<file path="src/rtl/rfid_pkg.sv">
// Shared types and sizing helpers for the RFID access controller.
package rfid_pkg;

  typedef enum logic [2:0] {
    S_IDLE,
    S_RECV,
    S_CHECK,
    S_UNLOCK,
    S_REJECT,
    S_LOCKOUT
  } state_t;

  localparam int TOKEN_W = 64;
  localparam int BYTES_PER_TOKEN = 8;

  function automatic int cnt_w(input longint unsigned v);
    return (v < 1) ? 1 : $clog2(v + 1);
  endfunction

endpackage

</file>
<file path="src/rtl/rfid_bus_sync.sv">
// ESP32 bus synchronisers: byte strobe edge detect, data capture
// and frame-start latch into the CLOCK_50 domain.
module rfid_bus_sync (
  input  logic       CLOCK_50,
  input  logic       reset,
  input  logic [7:0] bus_data,
  input  logic       bus_clk,
  input  logic       bus_latch,
  output logic       byte_stb,
  output logic [7:0] byte_q,
  output logic       latch_s
);

  logic [2:0] clk_sr;
  logic [1:0] lat_sr;
  logic       rise;

  assign rise    = clk_sr[1] & ~clk_sr[2];
  assign latch_s = lat_sr[1];

  // bus_data is held stable while bus_clk is high, so no sync needed
  always_ff @(posedge CLOCK_50) begin
    if (reset) begin
      clk_sr   <= '0;
      lat_sr   <= '0;
      byte_stb <= 1'b0;
      byte_q   <= '0;
    end else begin
      clk_sr   <= {clk_sr[1:0], bus_clk};
      lat_sr   <= {lat_sr[0], bus_latch};
      byte_stb <= rise;
      if (rise) byte_q <= bus_data;
    end
  end

endmodule

</file>
<file path="src/rtl/rfid_access_ctrl.sv">
// RFID token receiver with replay history, unlock pulse sequencing,
// frame timeout and replay lockout.
module rfid_access_ctrl
  import rfid_pkg::*;
#(
  parameter int HIST_DEPTH     = 4,
  parameter int UNLOCK_CYCLES  = 50000000,
  parameter int BYTE_TIMEOUT   = 500000,
  parameter int LOCKOUT_THRESH = 3,
  parameter int LOCKOUT_CYCLES = 250000000
) (
  input  logic       CLOCK_50,
  input  logic       reset,
  input  logic [7:0] bus_data,
  input  logic       bus_clk,
  input  logic       bus_latch,
  output logic       unlock_out,
  output logic       replay_out,
  output logic       lockout_out,
  output logic       error_out
);

  localparam int T_UL = (UNLOCK_CYCLES > BYTE_TIMEOUT)
                      ? UNLOCK_CYCLES : BYTE_TIMEOUT;
  localparam int TMAX = (LOCKOUT_CYCLES > T_UL)
                      ? LOCKOUT_CYCLES : T_UL;
  localparam int TW = cnt_w(TMAX);
  localparam int IW = $clog2(HIST_DEPTH);
  localparam int RW = cnt_w(LOCKOUT_THRESH);

  logic               byte_stb;
  logic [7:0]         byte_q;
  logic               latch_s;

  state_t             state_q, state_n;
  logic [TOKEN_W-1:0] tok_q, tok_n;
  logic [3:0]         bcnt_q, bcnt_n;
  logic [TW-1:0]      tmr_q, tmr_n;
  logic [IW-1:0]      idx_q, idx_n;
  logic [IW-1:0]      wptr_q, wptr_n;
  logic               match_q, match_n;
  logic [RW-1:0]      rcnt_q, rcnt_n;
  logic [HIST_DEPTH-1:0] hval_q, hval_n;
  logic [TOKEN_W-1:0] hist [HIST_DEPTH];
  logic               hwe;
  logic               hit;
  logic               err_n;

  rfid_bus_sync u_sync (
    .CLOCK_50 (CLOCK_50),
    .reset    (reset),
    .bus_data (bus_data),
    .bus_clk  (bus_clk),
    .bus_latch(bus_latch),
    .byte_stb (byte_stb),
    .byte_q   (byte_q),
    .latch_s  (latch_s)
  );

  assign hit = hval_q[idx_q] && (hist[idx_q] == tok_q);

  always_comb begin
    state_n = state_q;
    tok_n   = tok_q;
    bcnt_n  = bcnt_q;
    tmr_n   = tmr_q;
    idx_n   = idx_q;
    wptr_n  = wptr_q;
    match_n = match_q;
    rcnt_n  = rcnt_q;
    hval_n  = hval_q;
    hwe     = 1'b0;
    err_n   = 1'b0;
    unique case (state_q)
      S_IDLE: begin
        if (latch_s) begin
          tok_n  = '0;
          bcnt_n = '0;
        end else if (byte_stb) begin
          tok_n   = {tok_q[TOKEN_W-9:0], byte_q};
          bcnt_n  = 4'd1;
          tmr_n   = TW'(BYTE_TIMEOUT - 1);
          state_n = S_RECV;
        end
      end
      S_RECV: begin
        if (latch_s) begin
          tok_n   = '0;
          bcnt_n  = '0;
          state_n = S_IDLE;
        end else if (byte_stb) begin
          tok_n  = {tok_q[TOKEN_W-9:0], byte_q};
          bcnt_n = bcnt_q + 4'd1;
          tmr_n  = TW'(BYTE_TIMEOUT - 1);
          if (bcnt_q == 4'(BYTES_PER_TOKEN - 1)) begin
            idx_n   = '0;
            match_n = 1'b0;
            state_n = S_CHECK;
          end
        end else if (tmr_q == '0) begin
          err_n   = 1'b1;
          tok_n   = '0;
          bcnt_n  = '0;
          state_n = S_IDLE;
        end else begin
          tmr_n = tmr_q - 1'b1;
        end
      end
      S_CHECK: begin
        match_n = match_q | hit;
        idx_n   = idx_q + 1'b1;
        if (idx_q == IW'(HIST_DEPTH - 1)) begin
          bcnt_n = '0;
          if (match_q | hit) begin
            state_n = S_REJECT;
          end else begin
            hwe            = 1'b1;
            hval_n[wptr_q] = 1'b1;
            wptr_n         = wptr_q + 1'b1;
            rcnt_n         = '0;
            tmr_n          = TW'(UNLOCK_CYCLES - 1);
            state_n        = S_UNLOCK;
          end
        end
      end
      S_UNLOCK, S_LOCKOUT: begin
        if (tmr_q == '0) state_n = S_IDLE;
        else tmr_n = tmr_q - 1'b1;
      end
      S_REJECT: begin
        if (rcnt_q + 1'b1 == RW'(LOCKOUT_THRESH)) begin
          rcnt_n  = '0;
          tmr_n   = TW'(LOCKOUT_CYCLES - 1);
          state_n = S_LOCKOUT;
        end else begin
          rcnt_n  = rcnt_q + 1'b1;
          state_n = S_IDLE;
        end
      end
      default: state_n = S_IDLE;
    endcase
    // Bytes arriving while busy are discarded and flagged
    if (byte_stb && state_q != S_IDLE && state_q != S_RECV)
      err_n = 1'b1;
  end

  always_ff @(posedge CLOCK_50) begin
    if (reset) begin
      state_q     <= S_IDLE;
      tok_q       <= '0;
      bcnt_q      <= '0;
      tmr_q       <= '0;
      idx_q       <= '0;
      wptr_q      <= '0;
      match_q     <= 1'b0;
      rcnt_q      <= '0;
      hval_q      <= '0;
      unlock_out  <= 1'b0;
      replay_out  <= 1'b0;
      lockout_out <= 1'b0;
      error_out   <= 1'b0;
    end else begin
      state_q     <= state_n;
      tok_q       <= tok_n;
      bcnt_q      <= bcnt_n;
      tmr_q       <= tmr_n;
      idx_q       <= idx_n;
      wptr_q      <= wptr_n;
      match_q     <= match_n;
      rcnt_q      <= rcnt_n;
      hval_q      <= hval_n;
      unlock_out  <= (state_n == S_UNLOCK);
      replay_out  <= (state_n == S_REJECT);
      lockout_out <= (state_n == S_LOCKOUT);
      error_out   <= err_n;
    end
  end

  always_ff @(posedge CLOCK_50) begin
    if (hwe) hist[wptr_q] <= tok_q;
  end

endmodule

</file>
<file path="config.mk">
export PLATFORM = sky130hd
export DESIGN_NAME = rfid_access_ctrl
export DESIGN_NICKNAME = d
export VERILOG_FILES = /design/src/rtl/rfid_pkg.sv /design/src/rtl/rfid_bus_sync.sv /design/src/rtl/rfid_access_ctrl.sv
export SDC_FILE = /design/constraint.sdc
export NUM_CORES = 1
export LEC_CHECK = 0
export CAP_MARGIN = 20
export CORE_AREA = 4 4 191 230
export CTS_CLUSTER_SIZE = 12
export DETAILED_ROUTE_END_ITERATION = 16
export DIE_AREA = 0 0 195 234
export SKIP_CTS_REPAIR_TIMING = 1
export SYNTH_ARGS = -nofsm -noshare
export SYNTH_HDL_FRONTEND = slang
export SYNTH_SLANG_ARGS = --single-unit
</file>
<file path="constraint.sdc">
create_clock -name CLOCK_50 -period 3.9 [get_ports CLOCK_50]
set_input_delay 0.78 -clock CLOCK_50 [delete_from_list [all_inputs] [get_ports CLOCK_50]]
set_output_delay 0.78 -clock CLOCK_50 [all_outputs]
set_load 0.01 [all_outputs]
</file>
# After elaboration in Yosys (flattened, before gate mapping)

Memories as Yosys holds them, arrays and structs flattened. A register that Yosys moved wholly into a read port is not among the register bits.
Index checks and enable logic that the tools add are counted.

$add $sub $neg: 5
Magnitude comparators: 3
Equality and inequality tests: 23
Multiplexer cells: 60
Bitwise operators: 5
Reduce and logical (&&, ||, !) cells: 19

Operators by type and width:

| cell                    | count |
|---|---|
| $mux W64                | 5 |
| $mux W28                | 8 |
| $pmux W28 S5            | 1 |
| $pmux W64 S2            | 1 |
| $eq A64 B64 Y1          | 1 |
| $logic_not A28 Y1       | 1 |
| $sub A28 B1 Y28 const B | 1 |
| $mux W3                 | 9 |
| $mux W4                 | 6 |
| $mux W2                 | 8 |
| $mux W1                 | 15 |
| $pmux W3 S5             | 1 |
| $eq A3 B3 Y1 const B    | 4 |
| $ne A2 B2 Y1 const B    | 6 |
| $pmux W4 S3             | 1 |
| $eq A3 B2 Y1 const B    | 3 |
| $reduce_and A3 Y1       | 3 |
| $pmux W2 S2             | 2 |
| $reduce_and A4 Y1       | 2 |
| $reduce_and A7 Y1       | 1 |
| $add A2 B1 Y2 const B   | 3 |
| $lt A2 B3 Y1 const B    | 2 |
| $ne A3 B1 Y1 const B    | 2 |
| $reduce_bool A2 Y1      | 3 |
| 19 further kinds        | 26 |

Register bits after elaboration: 128
RAM bits: 256
Bits of input ports: 12
Output and inout port bits: 4
Word-level logic and storage cells: 133
Memories: 1

Memories:

| memory | depth | width | rd ports | clocked after memory_dff | write ports | line                   | RTL |
|---|---|---|---|---|---|---|---|
| hist   | 4     | 64    | 1        | 1                        | 1           | rfid_access_ctrl.sv:44 | `logic [TOKEN_W-1:0] hist [HIST_DEPTH];` |

# Depth between registers and ports, before layout

Gate-level depths: netlist of run 1.

Word-level depth: 9
Gate-level depth with buffers: 13
Depth with buffers taken out: 10

# Modules after synthesis

Synthesis of run 1 repeated with hierarchy kept, for this count alone.

Cells, all modules: 1286
Area total of the unflattened synthesis: 16553.4 um^2

Modules (own cells, without submodules):

| module           | instances | cells each | area an instance (um^2) | sequential area each (um^2) |
|---|---|---|---|---|
| rfid_access_ctrl | 1         | 1239       | 16036.6                 | 10009.6 |
| rfid_bus_sync    | 1         | 47         | 516.7                   | 280.3 |

# Least setup slack after synthesis of run 1

Ideal clock, no wire load.

Kind: register -> register
Start: register (tool-made name)
End: register hval_q[0]
Library setup time: 0.115 ns
Arrival: 3.282 ns
Data required time: 3.785 ns
Path slack: 0.503 ns
Stages on the path, launching flop included: 12
Path buffers: 3
Period minus slack after synthesis: 3.397 ns
Path through: dfxtp_1 buf_6 buf_4 buf_2 mux4_2 xnor2_1 nand2_1 nor4_1 nand4b_1 o31a_4 and3_4 o21a_1

RTL lines:

| element              | line                    | RTL |
|---|---|---|
| to (signal assigned) | rfid_access_ctrl.sv:171 | `hval_q <= hval_n;` |
| to (decl)            | rfid_access_ctrl.sv:43  | `logic [HIST_DEPTH-1:0] hval_q, hval_n;` |

==> results_dict.tcl, run 1 <==
set metrics [dict create \
    status "complete, no violations" \
    nNetsFinal 1130 \
    ctsLongestPathBuffers 3 \
    cp-end-kind "flop" \
    arrival_ps 3970 \
    p_seq_share_pct 52.5 \
    async_flop_share_pct 0 \
    slew_headroom_pct 41.3 \
    grt_pass1_wl_mm 55.0 \
    finalWirelength_mm 35.0 \
    grt_pass1_vias 9470 \
    hold_violations 0 \
    clk_latency_ps 560 \
    fin_tns_setup_ps 0 \
    synth_area_sq_mm 0.0156 \
    core-area_sq_mm 0.0417 \
    rsz0062_at_grt "false" \
    cp_max_fo 36 \
    clkPwrFrac_pct 43.9 \
    gr-usage-all-layers_pct 15.2 \
    finalSetupViolCount 0 \
    cts_tree "built" \
    fin_crit_ps 3700 \
    syn2layout_area_growth_pct 15.3 \
    required_ps 4180 \
    fillers 3797 \
    synth_cells 1055 \
    viasPerCell 5.49 \
    grt_max_degree 64 \
    root_buffer "clkbuf_16" \
    die-area_sq_mm 0.0456 \
    postSynthAreaPerCell_sq_um 14.8 \
    slew_viol_final 0 \
    ant_nets 0 \
    dp.cells 1614 \
    placed_area_sq_mm 0.0168 \
    diodes 0 \
    fin_area_sq_mm 0.0180 \
    clkTransAtPathRegs_ps 60 \
    fin_cells 1685 \
    worst_hold_path_type "reg2reg" \
    ys_types 77 \
    final_common_cell "edfxtp_1" \
    antenna_found_initial 0 \
    fin_crit_sh_pct 94.8 \
    powerDensity_mw_per_mm2 462 \
    synth-seq-area-share_pct 65.9 \
    syn_nets 1075 \
    vdd_drop_max_mv 0.300 \
    switching_share_pct 21.4 \
    fp.dieH_um 234 \
    ios 16 \
    worstSetupPathType "reg2reg" \
    drt_iter0_markers 626 \
    drc 0 \
    clock.fmax_ghz 0.271 \
    grt_overflow 0 \
    row_count 82 \
    gp_congestion 0.867 \
    synth_flop_cell "edfxtp_1" \
    io_buffers 15 \
    power.internal_w 0.00654 \
    combPwrFrac_pct 3.5 \
    dp_hpwl_mm 22.5 \
    fin_worst_skew_ps 25.6 \
    cts_buffers 40 \
    leakage_nw 5.57 \
    cts-htree-levels 2 \
    layout_common_cells "256 x edfxtp_1, 128 x dfxtp_1, 63 x a22o_1" \
    yosys_register_bits 386 \
    p_switching_w 0.00178 \
    start_kind "flop" \
    cts.sinks 386 \
    drive_above_1_share_pct 14.4 \
    tightest_slew_ps 878 \
    start_util_pct 37.5 \
    die_w_um 195 \
    synth_edf_count 256 \
    vias 9244 \
    cap_violations 0 \
    first_pass_iters 6 \
    yosys_warnings 0 \
    wl_per_cell_um 20.8 \
    whs_ps 409 \
]
[final timing paths]
kind | cells past startpoint | slack (ps) | to | from
hold / removal | 1 | 410 | u_sync.byte_stb$_SDFF_PP0_ | u_sync.clk_sr[2]$_SDFF_PP0_
setup reg to reg | 9 | 200 | hist[1][51]$_DFFE_PP_ | flop
setup / recovery | 9 | 200 | hist[1][51]$_DFFE_PP_ | flop
hold reg to reg | 1 | 410 | u_sync.byte_stb$_SDFF_PP0_ | u_sync.clk_sr[2]$_SDFF_PP0_
[synthesized netlist by cell type (all sizes together) (10+ instances only)]
cell    count  area (sq um)
o21ai      11          66.3
dfxtp     130          2600
xnor2      48           420
nor2       50           198
a21oi      44           224
nand4      14          87.6
nor3       26           130
nor4       10          62.6
buf        18           131
nand2b     11          68.8
or3        14          87.6
nand2      47           179
mux4       50          1170
inv        20          75.1
a22o       63           552
o21a       14           105
mux2i      33           330
clkbuf     30           113
edfxtp    256          7690
nand3      18          90.1
[power by group through the flow]
stage                     logic [W]  registers [W]  clock network [W]
after floorplan            0.000207        0.00445                  0
after global placement     0.000287        0.00446                  0
after detailed placement   0.000290        0.00446                  0
after CTS                  0.000292        0.00437            0.00374
after global routing       0.000324        0.00438            0.00390
final                      0.000293        0.00437            0.00366
[worst max-delay path, stage by stage, from the launching register on]
cell and delay [ps]:
dfxtp_4 590, buf_12 220, buf_4 240, mux4_2 530, xnor2_1 170, nand4_1 220, or4_1 580, o31a_4 400
and3_4 210, buf_12 170
[logic make-up (layout without fill, tap and decap cells)]
kind of cell,Yosys count,count (layout),synth area share (%)
DFF,386,386,65.9
and+or+nand+nor,235,235,7.89
AOI/OAI and AO/OA,214,214,10.5
muxes,90,90,10.1
buffers and inverters,70,154,2.09
xor gates and xnor gates,52,52,2.92
adders and majority gates,8,8,0.641
[layer usage]
metal  global-route usage, %  vias up  part of all wire, %
met5                       0        -                    0
met1                    20.1     4686                   43
met3                    2.20       60                  4.0
li1                        -     4268                    -
met2                    26.1      230                   50
met4                    5.19        0                  2.9
[registers in the layout (all words and copies together), names as in the netlist, named ones only]
| name | flops |
|---|---|
| u_sync.clk_sr | 3 |
| u_sync.lat_sr | 2 |
| lockout_out | 1 |
| tok_q | 64 |
| u_sync.byte_q | 8 |
| error_out | 1 |
| rcnt_q | 2 |
| hval_q | 4 |
| idx_q | 2 |
| match_q | 1 |
| wptr_q | 2 |
| replay_out | 1 |
| state_q | 3 |
| tmr_q | 28 |
| hist | 256 |
| unlock_out | 1 |
| bcnt_q | 4 |
| u_sync.byte_stb | 1 |
[per-stage QoR]
| step | utilization, % | worst slack [ps] | power (W) |
|---|---|---|---|
| 2_1_floorplan | - | 503 | 0.00466 |
| 3_3_place_gp | 40.3 | 112 | 0.00474 |
| 3_5_place_dp | 40.3 | 164 | 0.00475 |
| 4_1_cts | 43.2 | 149 | 0.00840 |
| 5_1_grt | 43.2 | 10.6 | 0.00860 |
| 6_report | 43.2 | 204 | 0.00832 |
[layout make-up]
type / instances / area [sq um] / share of cell area [%]
Timing Repair Buffer: 61 / 691 / 3.84
Multi-Input combinational cell: 599 / 5010 / 27.9
Inverter: 22 / 82.6 / 0.459
Sequential cell: 386 / 10300 / 57.2
Clock inverter: 8 / 123 / 0.681
Clock buffer: 63 / 1110 / 6.16
Tap cell: 546 / 683 / 3.80
Power figures use the tool's default switching activity.
==> run 2: changes to the inputs <==
--- a/config.mk
+++ b/config.mk
@@ -7,7 +7,7 @@
 export LEC_CHECK = 0
 export CAP_MARGIN = 20
 export CORE_AREA = 4 4 191 230
-export CTS_CLUSTER_SIZE = 12
+export CTS_CLUSTER_SIZE = 8
 export DETAILED_ROUTE_END_ITERATION = 16
 export DIE_AREA = 0 0 195 234
 export SKIP_CTS_REPAIR_TIMING = 1
==> results_dict.tcl, run 2 (same netlist as run 1, synthesis figures left out) <==
set metrics [dict create \
    final_common_cell "edfxtp_1" \
    fin_crit_ps 3600 \
    use_met2_pct 26.3 \
    viasPerCell 5.48 \
    clk_latency_ps 590 \
    vias 9418 \
    p_seq_share_pct 48.8 \
    gr-usage-all-layers_pct 15.4 \
    grt_overflow 0 \
    cts_tree "built" \
    worstSetupPathType "reg2reg" \
    whs_ps 407 \
    core-area_sq_mm 0.0417 \
    post-route-util_pct 44.2 \
    leakage_nw 5.76 \
    fin_crit_sh_pct 92.3 \
    fin_tns_setup_ps 0 \
    nNetsFinal 1151 \
    dp_hpwl_mm 22.5 \
    combPwrFrac_pct 3.3 \
    first_pass_iters 7 \
    arrival_ps 4040 \
    vdd_drop_max_mv 0.392 \
    finalSetupViolCount 0 \
    power.internal_w 0.00705 \
    ant_nets 0 \
    cp_max_fo 10 \
    tightest_slew_ps 875 \
    die-area_sq_mm 0.0456 \
    ios 16 \
    fin_area_sq_mm 0.0184 \
    wl_per_cell_um 20.6 \
    p_switching_w 0.00194 \
    required_ps 4340 \
    grt_max_degree 64 \
    cp-end-kind "flop" \
    dp.cells 1614 \
    syn2layout_area_growth_pct 17.9 \
    clkTransAtPathRegs_ps 50 \
    grt_pass1_wl_mm 55.8 \
    finalWirelength_mm 35.5 \
    placed_area_sq_mm 0.0168 \
    switching_share_pct 21.6 \
    cts.sinks 386 \
    start_kind "flop" \
    busiest_layer "met2" \
    hold_violations 0 \
    grt_use_met1_pct 20.4 \
    gp_congestion 0.867 \
    diodes 0 \
    root_buffer "clkbuf_16" \
    largest_reg_flops 256 \
    clock.fmax_ghz 0.278 \
    cts_buffers 54 \
    cap_violations 0 \
    status "complete, no violations" \
    use_met3_pct 2.28 \
    start_util_pct 37.5 \
    antenna_found_initial 0 \
    drt_iter0_markers 776 \
    cts-htree-levels 2 \
    io_buffers 15 \
    fin_worst_skew_ps 25.6 \
    worst_hold_path_type "reg2reg" \
    rsz0062_at_grt "false" \
    top_regs "hist (256), tok_q (64), tmr_q (28)" \
    layout_common_cells "256 x edfxtp_1, 128 x dfxtp_1, 63 x a22o_1" \
    drc 0 \
    powerDensity_mw_per_mm2 488 \
    grt_pass1_vias 9589 \
    ctsLongestPathBuffers 3 \
    fin_cells 1720 \
    drive_above_1_share_pct 15.4 \
    row_count 82 \
    slew_headroom_pct 41.6 \
    die_w_um 195 \
    largest_register "hist" \
    clkPwrFrac_pct 48.0 \
    fp.dieH_um 234 \
    slew_viol_final 0 \
]
-- run 2: cell types whose count changed in the layout (fill, tap and decap cells not counted), sizes merged --
| cell | delta |
|---|---|
| inv | -3 |
| buf | +7 |
| clkbuf | +32 |
| clkinvlp | +1 |
| bufinv | -2 |
-- run 2: worst paths after layout --
path         depth (start not counted)                    endpoint                         from  slack [ps]
max                                 10      tmr_q[22]$_SDFFE_PP0P_                         flop         300
min                                  1  u_sync.byte_stb$_SDFF_PP0_  u_sync.clk_sr[2]$_SDFF_PP0_         410
max reg2reg                         10      tmr_q[22]$_SDFFE_PP0P_                         flop         300
min reg2reg                          1  u_sync.byte_stb$_SDFF_PP0_  u_sync.clk_sr[2]$_SDFF_PP0_         410
-- run 2: metal layers --
| metal | up-vias | wire [um] |
|---|---|---|
| li1 | 4323 | - |
| met1 | 4778 | 15500 |
| met2 | 246 | 17500 |
| met3 | 71 | 1540 |
| met4 | 0 | 954 |
| met5 | - | 0 |
-- run 2: worst max-delay path, stage by stage (launching register included) --
cell	delay (ps)
dfxtp_4	460
buf_4	200
mux4_1	570
xnor2_1	180
nand4_1	120
or4_1	570
a2111o_1	450
buf_4	190
o21a_1	310
nor2_4	270
a2111oi_0	130
-- run 2: layout make-up --
class                           instances  area [sq um]
Clock buffer                           95          1510
Timing Repair Buffer                   68           743
Sequential cell                       386         10300
Fill cell                            3765         23200
Clock inverter                          4          83.8
Tap cell                              546           683
Inverter                               22          82.6
Multi-Input combinational cell        599          5010
-- run 2: through the flow --
| stage | setup WS, ps | total power [W] |
|---|---|---|
| 2_1_floorplan | 503 | 0.00466 |
| 3_3_place_gp | 112 | 0.00474 |
| 3_5_place_dp | 164 | 0.00475 |
| 4_1_cts | 133 | 0.00906 |
| 5_1_grt | 170 | 0.00929 |
| 6_report | 301 | 0.00898 |
-- run 2: power groups by stage --
stage | registers [W] | clock network (W) | logic, W
final | 0.00438 | 0.00431 | 0.000293
after global routing | 0.00438 | 0.00458 | 0.000324
after CTS | 0.00438 | 0.00439 | 0.000291
after detailed placement | 0.00446 | 0 | 0.000290
after global placement | 0.00446 | 0 | 0.000287
after floorplan | 0.00445 | 0 | 0.000207
==> run 3: changes to the inputs <==
--- a/config.mk
+++ b/config.mk
@@ -6,10 +6,11 @@
 export NUM_CORES = 1
 export LEC_CHECK = 0
 export CAP_MARGIN = 20
-export CORE_AREA = 4 4 191 230
+export CORE_AREA = 4 4 158 190
 export CTS_CLUSTER_SIZE = 8
 export DETAILED_ROUTE_END_ITERATION = 16
-export DIE_AREA = 0 0 195 234
+export DIE_AREA = 0 0 162 194
+export PLACE_DENSITY = 0.74
 export SKIP_CTS_REPAIR_TIMING = 1
 export SYNTH_ARGS = -nofsm -noshare
 export SYNTH_HDL_FRONTEND = slang
==> constraint.sdc (replaced) <==
create_clock -name CLOCK_50 -period 3.16 [get_ports CLOCK_50]
set_input_delay 0.632 -clock CLOCK_50 [delete_from_list [all_inputs] [get_ports CLOCK_50]]
set_output_delay 0.632 -clock CLOCK_50 [all_outputs]
set_load 0.01 [all_outputs]
==> results_dict.tcl, run 3 (same netlist as run 1, synthesis figures left out) <==
set metrics [dict create \
    p_seq_share_pct 48.8 \
    crit_path_cell_trace "buf_12, mux4_2, xnor2_2, nand4_1, or4_4, a2111o_1, o31a_4, and3_4, buf_12" \
    core-area_sq_mm 0.0280 \
    cpLargestDelayFamily "simple AND/OR/NAND/NOR gates" \
    first_pass_iters 5 \
    gr-usage-all-layers_pct 22.1 \
    slew_headroom_pct 35.0 \
    largest_register "hist" \
    io_buffers 15 \
    leakage_nw 6.12 \
    cts-htree-levels 2 \
    drc 0 \
    start_util_pct 55.8 \
    drt_iter0_markers 916 \
    grt_pass1_vias 9766 \
    layout_common_cells "256 x edfxtp_1, 128 x dfxtp_1, 75 x buf_4" \
    clkTransAtPathRegs_ps 50 \
    fin_area_sq_mm 0.0188 \
    cts_buffers 54 \
    rsz0062_at_grt "true" \
    finalSetupViolCount 298 \
    cp_max_fo 26 \
    grt_pass1_wl_mm 54.7 \
    power.internal_w 0.00874 \
    violations "setup timing" \
    placed_area_sq_mm 0.0168 \
    p_switching_w 0.00234 \
    antenna_found_initial 0 \
    fin_tns_setup_ps -60080 \
    die_w_um 162 \
    die-area_sq_mm 0.0314 \
    worst_hold_path_type "reg2reg" \
    clkPwrFrac_pct 47.7 \
    combPwrFrac_pct 3.5 \
    top_regs "hist (256), tok_q (64), tmr_q (28)" \
    fp.dieH_um 194 \
    row_count 67 \
    gp_congestion 0.880 \
    cp-end-kind "flop" \
    vias 9759 \
    fin_crit_ps 3410 \
    tightest_slew_ps 962 \
    clk_latency_ps 570 \
    grt_max_degree 64 \
    dp_hpwl_mm 22.0 \
    switching_share_pct 21.1 \
    cap_violations 0 \
    root_buffer "clkbuf_16" \
    worstSetupPathType "reg2reg" \
    ant_nets 0 \
    ctsLongestPathBuffers 3 \
    arrival_ps 3710 \
    crit_path_top_delay_cell "or4_4" \
    powerDensity_mw_per_mm2 590 \
    status "complete, but fails checks" \
    required_ps 3460 \
    syn2layout_area_growth_pct 20.3 \
    drive_above_1_share_pct 22.0 \
    hold_violations 0 \
    viasPerCell 6.11 \
    setup_slack_ps -254 \
    grt_overflow 0 \
    finalWirelength_mm 35.3 \
    path_common_cell "buf_12" \
    cts.sinks 386 \
    regToRegSetupSlack_ps -250 \
    vdd_drop_max_mv 0.587 \
    wl_per_cell_um 22.1 \
    cts_tree "built" \
    slew_viol_final 0 \
    pre_cts_ws_ps -374 \
    fin_worst_skew_ps 31.8 \
    largest_reg_flops 256 \
    diodes 0 \
    start_kind "flop" \
    final_common_cell "edfxtp_1" \
    path_buf_inv 2 \
    nNetsFinal 1197 \
    crit_path_max_incr_delay_ps 570 \
    clock.fmax_ghz 0.293 \
    ios 16 \
    fin_crit_sh_pct 108 \
]
[run 3: area by class of cell]
type / count / area [sq um]
fill: 1880 / 9220
tap: 379 / 474
sequential: 386 / 10300
multi-input combinational: 600 / 5220
inverter: 22 / 85.1
clock buffer: 94 / 1520
timing repair buffer: 113 / 1120
clock inverter: 3 / 67.6
[run 3: worst paths after layout]
check                                                 start  cells after the start                    endpoint
worst max-delay path                                   flop                      9       hist[1][26]$_DFFE_PP_
worst min-delay path            u_sync.clk_sr[2]$_SDFF_PP0_                      1  u_sync.byte_stb$_SDFF_PP0_
worst max register to register                         flop                      9       hist[1][26]$_DFFE_PP_
worst min register to register  u_sync.clk_sr[2]$_SDFF_PP0_                      1  u_sync.byte_stb$_SDFF_PP0_
[run 3: stage by stage]
step                utilization [%]  total power (W)  cells  hold slack [ps]
global placement               59.9          0.00585   1482              417
CTS                            65.6           0.0111   1579              445
global route                   67.1           0.0115   1597              460
floorplan                         -          0.00575   1055              392
detailed placement             59.9          0.00586   1482              431
finish                         67.1           0.0111   1597              446
[run 3: metal layers]
layer,GRT usage [%],up-vias,part of all wire [%]
met5,0,-,0
li1,-,4410,-
met2,36.8,387,51
met3,4.06,74,7.0
met4,6.64,0,2.5
met1,29.9,4888,40
[run 3: power by group through the flow]
stage | logic [W] | clock network (W) | registers [W]
floorplan | 0.000256 | 0 | 0.00549
global placement | 0.000348 | 0 | 0.00550
detailed placement | 0.000355 | 0 | 0.00550
CTS | 0.000359 | 0.00536 | 0.00540
global route | 0.000431 | 0.00564 | 0.00541
finish | 0.000391 | 0.00529 | 0.00541
